<file path="config.mk">
export PLATFORM = sky130hd
export DESIGN_NAME = logic_unit_pipe_flat
export DESIGN_NICKNAME = d
export VERILOG_FILES = /design/src/rtl/logic_unit_pipe_if.sv /design/src/rtl/logic_unit_pipe.sv /design/src/flat_wrapper.sv
export SDC_FILE = /design/constraint.sdc
export NUM_CORES = 1
export LEC_CHECK = 0
export CAP_MARGIN = 10
export CORE_UTILIZATION = 25
export CTS_BUF_LIST = sky130_fd_sc_hd__clkbuf_8 sky130_fd_sc_hd__clkbuf_16
export CTS_CLUSTER_DIAMETER = 150
export DETAILED_ROUTE_END_ITERATION = 6
export PLACE_DENSITY_LB_ADDON = 0.12
export SLEW_MARGIN = 20
export SYNTH_ARGS = -nofsm -noshare
export SYNTH_HDL_FRONTEND = slang
export SYNTH_SLANG_ARGS = --single-unit
</file>
<file path="constraint.sdc">
create_clock -name clk -period 4.3 [get_ports clk]
set_clock_uncertainty 0.15 [all_clocks]
set_input_delay 0.645 -clock clk [delete_from_list [all_inputs] [get_ports clk]]
set_output_delay 0.645 -clock clk [all_outputs]
set_load 0.05 [all_outputs]
</file>
<file path="src/rtl/logic_unit_pipe_if.sv">
// Operand/result bus for the pipelined logic unit.
//
// Handshake (both directions): a beat moves on a rising clock edge exactly
// when valid && ready are both high at that edge. A producer holds valid
// and its payload stable until the beat moves. in_ready never depends on
// in_valid, and out_valid never depends on out_ready.
interface logic_unit_pipe_if #(
    parameter int WIDTH = 32
);
    logic             in_valid;
    logic             in_ready;
    logic [2:0]       in_op;
    logic [WIDTH-1:0] in_a;
    logic [WIDTH-1:0] in_b;
    logic             out_valid;
    logic             out_ready;
    logic [WIDTH-1:0] out_result;
    logic             out_zero;
    logic             out_parity;

    // Side that issues operands and consumes results (execute-stage control).
    modport master (
        output in_valid, in_op, in_a, in_b, out_ready,
        input  in_ready, out_valid, out_result, out_zero, out_parity
    );

    // The logic unit itself.
    modport slave (
        input  in_valid, in_op, in_a, in_b, out_ready,
        output in_ready, out_valid, out_result, out_zero, out_parity
    );
endinterface

</file>
<file path="src/rtl/logic_unit_pipe.sv">
// Two-stage pipelined bitwise logic unit. S1 holds the accepted operands,
// S2 holds the registered result plus zero/parity flags. Each stage
// advances when it is empty or when the stage after it is moving, which
// gives full throughput with out_ready high and lossless backpressure.
module logic_unit_pipe #(
    parameter int WIDTH = 32
) (
    input  logic              clk,
    input  logic              rst,
    logic_unit_pipe_if.slave  bus
);

    typedef enum logic [2:0] {
        OP_AND  = 3'd0,
        OP_OR   = 3'd1,
        OP_XOR  = 3'd2,
        OP_NAND = 3'd3,
        OP_NOR  = 3'd4,
        OP_XNOR = 3'd5,
        OP_ANDN = 3'd6,
        OP_RAND = 3'd7
    } op_e;

    // Stage 1: captured operands.
    logic             s1_valid;
    op_e              s1_op;
    logic [WIDTH-1:0] s1_a;
    logic [WIDTH-1:0] s1_b;

    // Stage 2: presented result.
    logic             out_valid_q;
    logic [WIDTH-1:0] out_result_q;
    logic             out_zero_q;
    logic             out_parity_q;

    // Advance enables and the combinational function of S1.
    logic             s2_adv;
    logic             s1_adv;
    logic [WIDTH-1:0] fn_result;

    // S2 moves when it is empty or its beat is being taken downstream;
    // S1 moves when it is empty or S2 is moving. in_ready is built only
    // from registered valids and out_ready.
    always_comb begin
        s2_adv = !out_valid_q || bus.out_ready;
        s1_adv = !s1_valid || s2_adv;
    end

    // Bitwise function selected by the S1 opcode; RAND reduces operand A
    // into bit 0 and forces every upper bit to zero.
    always_comb begin
        fn_result = '0;
        case (s1_op)
            OP_AND:  fn_result = s1_a & s1_b;
            OP_OR:   fn_result = s1_a | s1_b;
            OP_XOR:  fn_result = s1_a ^ s1_b;
            OP_NAND: fn_result = ~(s1_a & s1_b);
            OP_NOR:  fn_result = ~(s1_a | s1_b);
            OP_XNOR: fn_result = ~(s1_a ^ s1_b);
            OP_ANDN: fn_result = s1_a & ~s1_b;
            OP_RAND: fn_result[0] = &s1_a;
            default: fn_result = '0;
        endcase
    end

    // Stage 1 register: valid follows in_valid on every advance, operand
    // data is only overwritten by a real beat so bubbles leave it alone.
    always_ff @(posedge clk or posedge rst) begin
        if (rst) begin
            s1_valid <= 1'b0;
            s1_op    <= OP_AND;
            s1_a     <= '0;
            s1_b     <= '0;
        end else if (s1_adv) begin
            s1_valid <= bus.in_valid;
            if (bus.in_valid) begin
                s1_op <= op_e'(bus.in_op);
                s1_a  <= bus.in_a;
                s1_b  <= bus.in_b;
            end
        end
    end

    // Stage 2 register: result and both flags load together from the same
    // S1 beat so the flags always describe the presented result. A stall
    // (out_valid && !out_ready) keeps every output bit stable.
    always_ff @(posedge clk or posedge rst) begin
        if (rst) begin
            out_valid_q  <= 1'b0;
            out_result_q <= '0;
            out_zero_q   <= 1'b1;
            out_parity_q <= 1'b0;
        end else if (s2_adv) begin
            out_valid_q <= s1_valid;
            if (s1_valid) begin
                out_result_q <= fn_result;
                out_zero_q   <= ~|fn_result;
                out_parity_q <= ^fn_result;
            end
        end
    end

    assign bus.in_ready   = s1_adv;
    assign bus.out_valid  = out_valid_q;
    assign bus.out_result = out_result_q;
    assign bus.out_zero   = out_zero_q;
    assign bus.out_parity = out_parity_q;

endmodule

</file>
<file path="src/flat_wrapper.sv">
// flat-port wrapper written by rule: the top's interface ports become plain ports
module logic_unit_pipe_flat 
#(
    parameter int WIDTH = 32
)
  (clk, rst, bus_in_valid, bus_in_op, bus_in_a, bus_in_b, bus_out_ready, bus_in_ready, bus_out_valid, bus_out_result, bus_out_zero, bus_out_parity);
  logic_unit_pipe_if #(.WIDTH(WIDTH)) bus_i ();
  input  logic clk;
  input  logic rst;
  input wire logic [$bits(bus_i.in_valid)-1:0] bus_in_valid;
  input wire logic [$bits(bus_i.in_op)-1:0] bus_in_op;
  input wire logic [$bits(bus_i.in_a)-1:0] bus_in_a;
  input wire logic [$bits(bus_i.in_b)-1:0] bus_in_b;
  input wire logic [$bits(bus_i.out_ready)-1:0] bus_out_ready;
  output wire logic [$bits(bus_i.in_ready)-1:0] bus_in_ready;
  output wire logic [$bits(bus_i.out_valid)-1:0] bus_out_valid;
  output wire logic [$bits(bus_i.out_result)-1:0] bus_out_result;
  output wire logic [$bits(bus_i.out_zero)-1:0] bus_out_zero;
  output wire logic [$bits(bus_i.out_parity)-1:0] bus_out_parity;
  assign bus_i.in_valid = bus_in_valid;
  assign bus_i.in_op = bus_in_op;
  assign bus_i.in_a = bus_in_a;
  assign bus_i.in_b = bus_in_b;
  assign bus_i.out_ready = bus_out_ready;
  assign bus_in_ready = bus_i.in_ready;
  assign bus_out_valid = bus_i.out_valid;
  assign bus_out_result = bus_i.out_result;
  assign bus_out_zero = bus_i.out_zero;
  assign bus_out_parity = bus_i.out_parity;
  logic_unit_pipe #(.WIDTH(WIDTH)) u_core (.clk(clk), .rst(rst), .bus(bus_i));
endmodule
</file>
==> impl_metrics.toml <==
[outcome]
run_status = "finished, final reports clean"

[yosys]
synth_warnings = 0
synth_edf_count = 0
synth_fp_nets = 886
syn_area_sq_um = 7670
synthArstFlopShare = 1.00
yosysSeqAreaShare = 0.336
ys_ff_latch = 103
synth.distinct_cells = 53
synthCells = 703
post_synth.cell_area_avg_sq_um = 10.9
synthFlopType = "dfrtp_1"

[pwr]
vdd_drop_max_v = 0.000283
comb_power_share = 0.515
clock_power_share = 0.170
p_sw_frac = 0.424
p_per_area_nw_per_um2 = 489
power_frac_seq = 0.314
p_sw_mw = 1.92
power.internal_mw = 2.60
leakage_nw = 4.12

[critical_path]
cpPeakStageDelay_ns = 1.02
critPathMaxFanout = 61
worstReg2RegStart = "u_core.s1_op[2]$_DFFE_PP0P_"
cp-end-kind = "flop"
critical_path_class = "reg2reg"
worstPathArrival_ns = 3.61
worstPathCellList = "mux4_2, o21ai_1, ha_1, xor2_1, xnor2_1, xnor2_1, xnor2_1, o21ai_0"
cp.required_ns = 4.34
critPathMostFrequentCell = "xnor2_1"
reg2reg_depth = 8
cp-start-kind = "flop"
r2r_end = "u_core.bus.out_parity$_DFFE_PP0P_"
regToRegSetupSlack_ns = 0.73
crit_slowest_cell = "dfrtp_4"

[detailed_routing]
ant_nets = 0
wl_met2_um = 8710
vias = 5458
routed-wl-met3_um = 717
drt_iter0_markers = 188
drc = 0
drt-total-wl_um = 19800
routedWlPerCell_um = 16.8
top_layer = "met4"
vias_per_cell = 4.63
drt_pass1_iterations = 4
wl_met1_um = 10000

[cts]
post_cts.repair.setup_buffers = 0
cts.sink_count = 103
post_cts_resized = 0
clk_latency_ns = 0.35
holdBufCountCts = 0
clockBufferDepth = 2
cts_tree = "done"
path_clk_slew_ns = 0.07
numCtsBuffers = 9
htreeDepth = 3
cts_root_buf = "clkbuf_16"

[sta]
fin_crit_sh = 0.830
maxSlewHeadroom = 0.326
slew_viol_final = 0
rsz0062_at_grt = "false"
setup_ws_ns = 0.733
timing.fmax_mhz = 280
min_period_ns = 3.57
tns_ns = 0
tightest_slew_ns = 1.01
hold_viol_final = 0
finalSetupViolCount = 0

[die]
fp.dieH_um = 177
ios = 107
dieArea_sq_um = 31400
start_util = 0.257
die_w_um = 177
coreArea_sq_um = 29900
num_rows = 63

[global_routing]
grt_pass1_wl_um = 30900
track_usage = 0.130
grt_pass1_vias = 5518
grt_max_degree = 62
grt-ovfl-total = 0
grt_antenna_before_repair = 0

[final_layout]
finalNetCount = 968
syn_to_final_growth_pct = 20.6
final_cell_mix = "ha_1 (112), clkdlybuf4s50_1 (106), dfrtp_1 (99)"
diodes = 0
final_common_cell = "ha_1"
drive_gt1_frac = 0.176
fillerInstances = 3091
finish.instance_area_sq_um = 9250

[placed_design]
place_ws_ns = 0.828
gp_congestion = 0.815
hpwl_um = 15600
numPortBuffers = 106
placed_cell_area_sq_um = 8980

[worst_hold_path]
hold_depth = 2
min_from = "u_core.bus.out_result[20]$_DFFE_PP0P_"
holdCritPathClass = "reg2reg"
min_to = "u_core.bus.out_result[20]$_DFFE_PP0P_"

[flow_run]
cap_violations = 0
worst max-delay path by stage:
stage / from / end / slack, ns / cells past startpoint
after global placement: u_core.s1_op[2]$_DFFE_PP0P_ / u_core.bus.out_parity$_DFFE_PP0P_ / 0.83 / 8
final: u_core.s1_op[2]$_DFFE_PP0P_ / u_core.bus.out_parity$_DFFE_PP0P_ / 0.73 / 8
after floorplan: rst / u_core.bus.out_parity$_DFFE_PP0P_ / 0.80 / 1
after CTS: u_core.s1_op[2]$_DFFE_PP0P_ / u_core.bus.out_parity$_DFFE_PP0P_ / 0.81 / 8
after global routing: u_core.s1_op[2]$_DFFE_PP0P_ / u_core.bus.out_parity$_DFFE_PP0P_ / 0.60 / 12
after detailed placement: u_core.s1_op[2]$_DFFE_PP0P_ / u_core.bus.out_parity$_DFFE_PP0P_ / 0.83 / 8
Yosys cell counts (2+ instances only):
cell	number	area [sq um]
nor4_1	2	12.5
xnor2_1	13	114
a21oi_1	5	25.0
a21oi_2	4	35.0
nor2b_1	7	43.8
nand3_1	3	15.0
buf_4	7	52.6
mux2_4	4	60.1
o311ai_1	4	35.0
buf_8	2	30.0
nand4_1	11	68.8
mux4_1	2	52.6
nand3b_1	2	15.0
o22ai_1	20	125
buf_12	3	60.1
buf_2	13	65.1
o21ai_2	4	35.0
ha_1	112	1400
a211oi_2	2	25.0
mux2_2	70	788
o21ai_1	41	205
mux4_2	12	270
a221oi_2	4	60.1
o221ai_1	4	35.0
a211oi_1	10	75.1
o21ai_0	13	65.1
buf_1	2	7.51
nand2_4	2	22.5
o311ai_0	10	87.6
xor2_1	2	17.5
nor2_1	8	30.0
inv_1	66	248
nand2_1	58	218
clkbuf_1	9	33.8
nand2b_1	4	25.0
buf_6	9	101
mux2i_1	42	420
dfrtp_1	102	2550
state kept, by name, summed over array words and instances, names as in the netlist:
signal / count
u_core.s1_b: 32
u_core.bus.out_result: 32
u_core.s1_valid: 1
u_core.bus.out_valid: 1
u_core.bus.out_zero: 1
u_core.s1_op: 3
u_core.bus.out_parity: 1
u_core.s1_a: 32
area by class of cell:
type | count | area (sq um) | share of cell area
flip-flops and latches | 103 | 2580 | 0.279
clock inverters | 7 | 41.3 | 0.00446
clock buffers | 9 | 225 | 0.0243
multi-input cells | 487 | 4490 | 0.485
repair buffers | 116 | 1160 | 0.126
well taps | 390 | 488 | 0.0528
inverters | 68 | 260 | 0.0281
metal layers:
layer  vias up  GRT usage
met3        18     0.0165
met4         0     0.0453
li1       2666          -
met1      2659      0.186
met2       115      0.199
met5         -          0
worst max-delay path: cells and delay by family, from the launching register on:
kind,cells,cell delay (ns)
flops,1,1.02
xor+xnor,4,0.66
mux,1,0.60
compound gates,2,0.55
fa+ha+maj,1,0.35
logic make-up after synthesis:
kind of cell,after synthesis,share of synthesized area
compound gates,129,0.114
xor+xnor,15,0.0171
fa+ha+maj,112,0.183
buf+inv,113,0.0793
flops,103,0.336
mux,130,0.207
simple gates,101,0.0628
power groups by stage:
stage | registers [mW] | logic [mW] | clock network, mW
CTS | 1.43 | 2.35 | 0.806
finish | 1.42 | 2.33 | 0.770
floorplan | 1.68 | 1.44 | 0
detailed placement | 1.45 | 2.35 | 0
global placement | 1.44 | 2.33 | 0
global route | 1.46 | 2.56 | 0.834
metrics by stage:
step	power, mW	std cells	hold slack [ns]	util
finish	4.52	1180	0.332	0.310
global route	4.85	1180	0.354	0.310
CTS	4.59	1180	0.343	0.310
detailed placement	3.80	1164	0.326	0.301
global placement	3.77	1164	0.321	0.301
floorplan	3.12	703	0.307	-
Note: power is estimated with default switching activity, not from simulation.
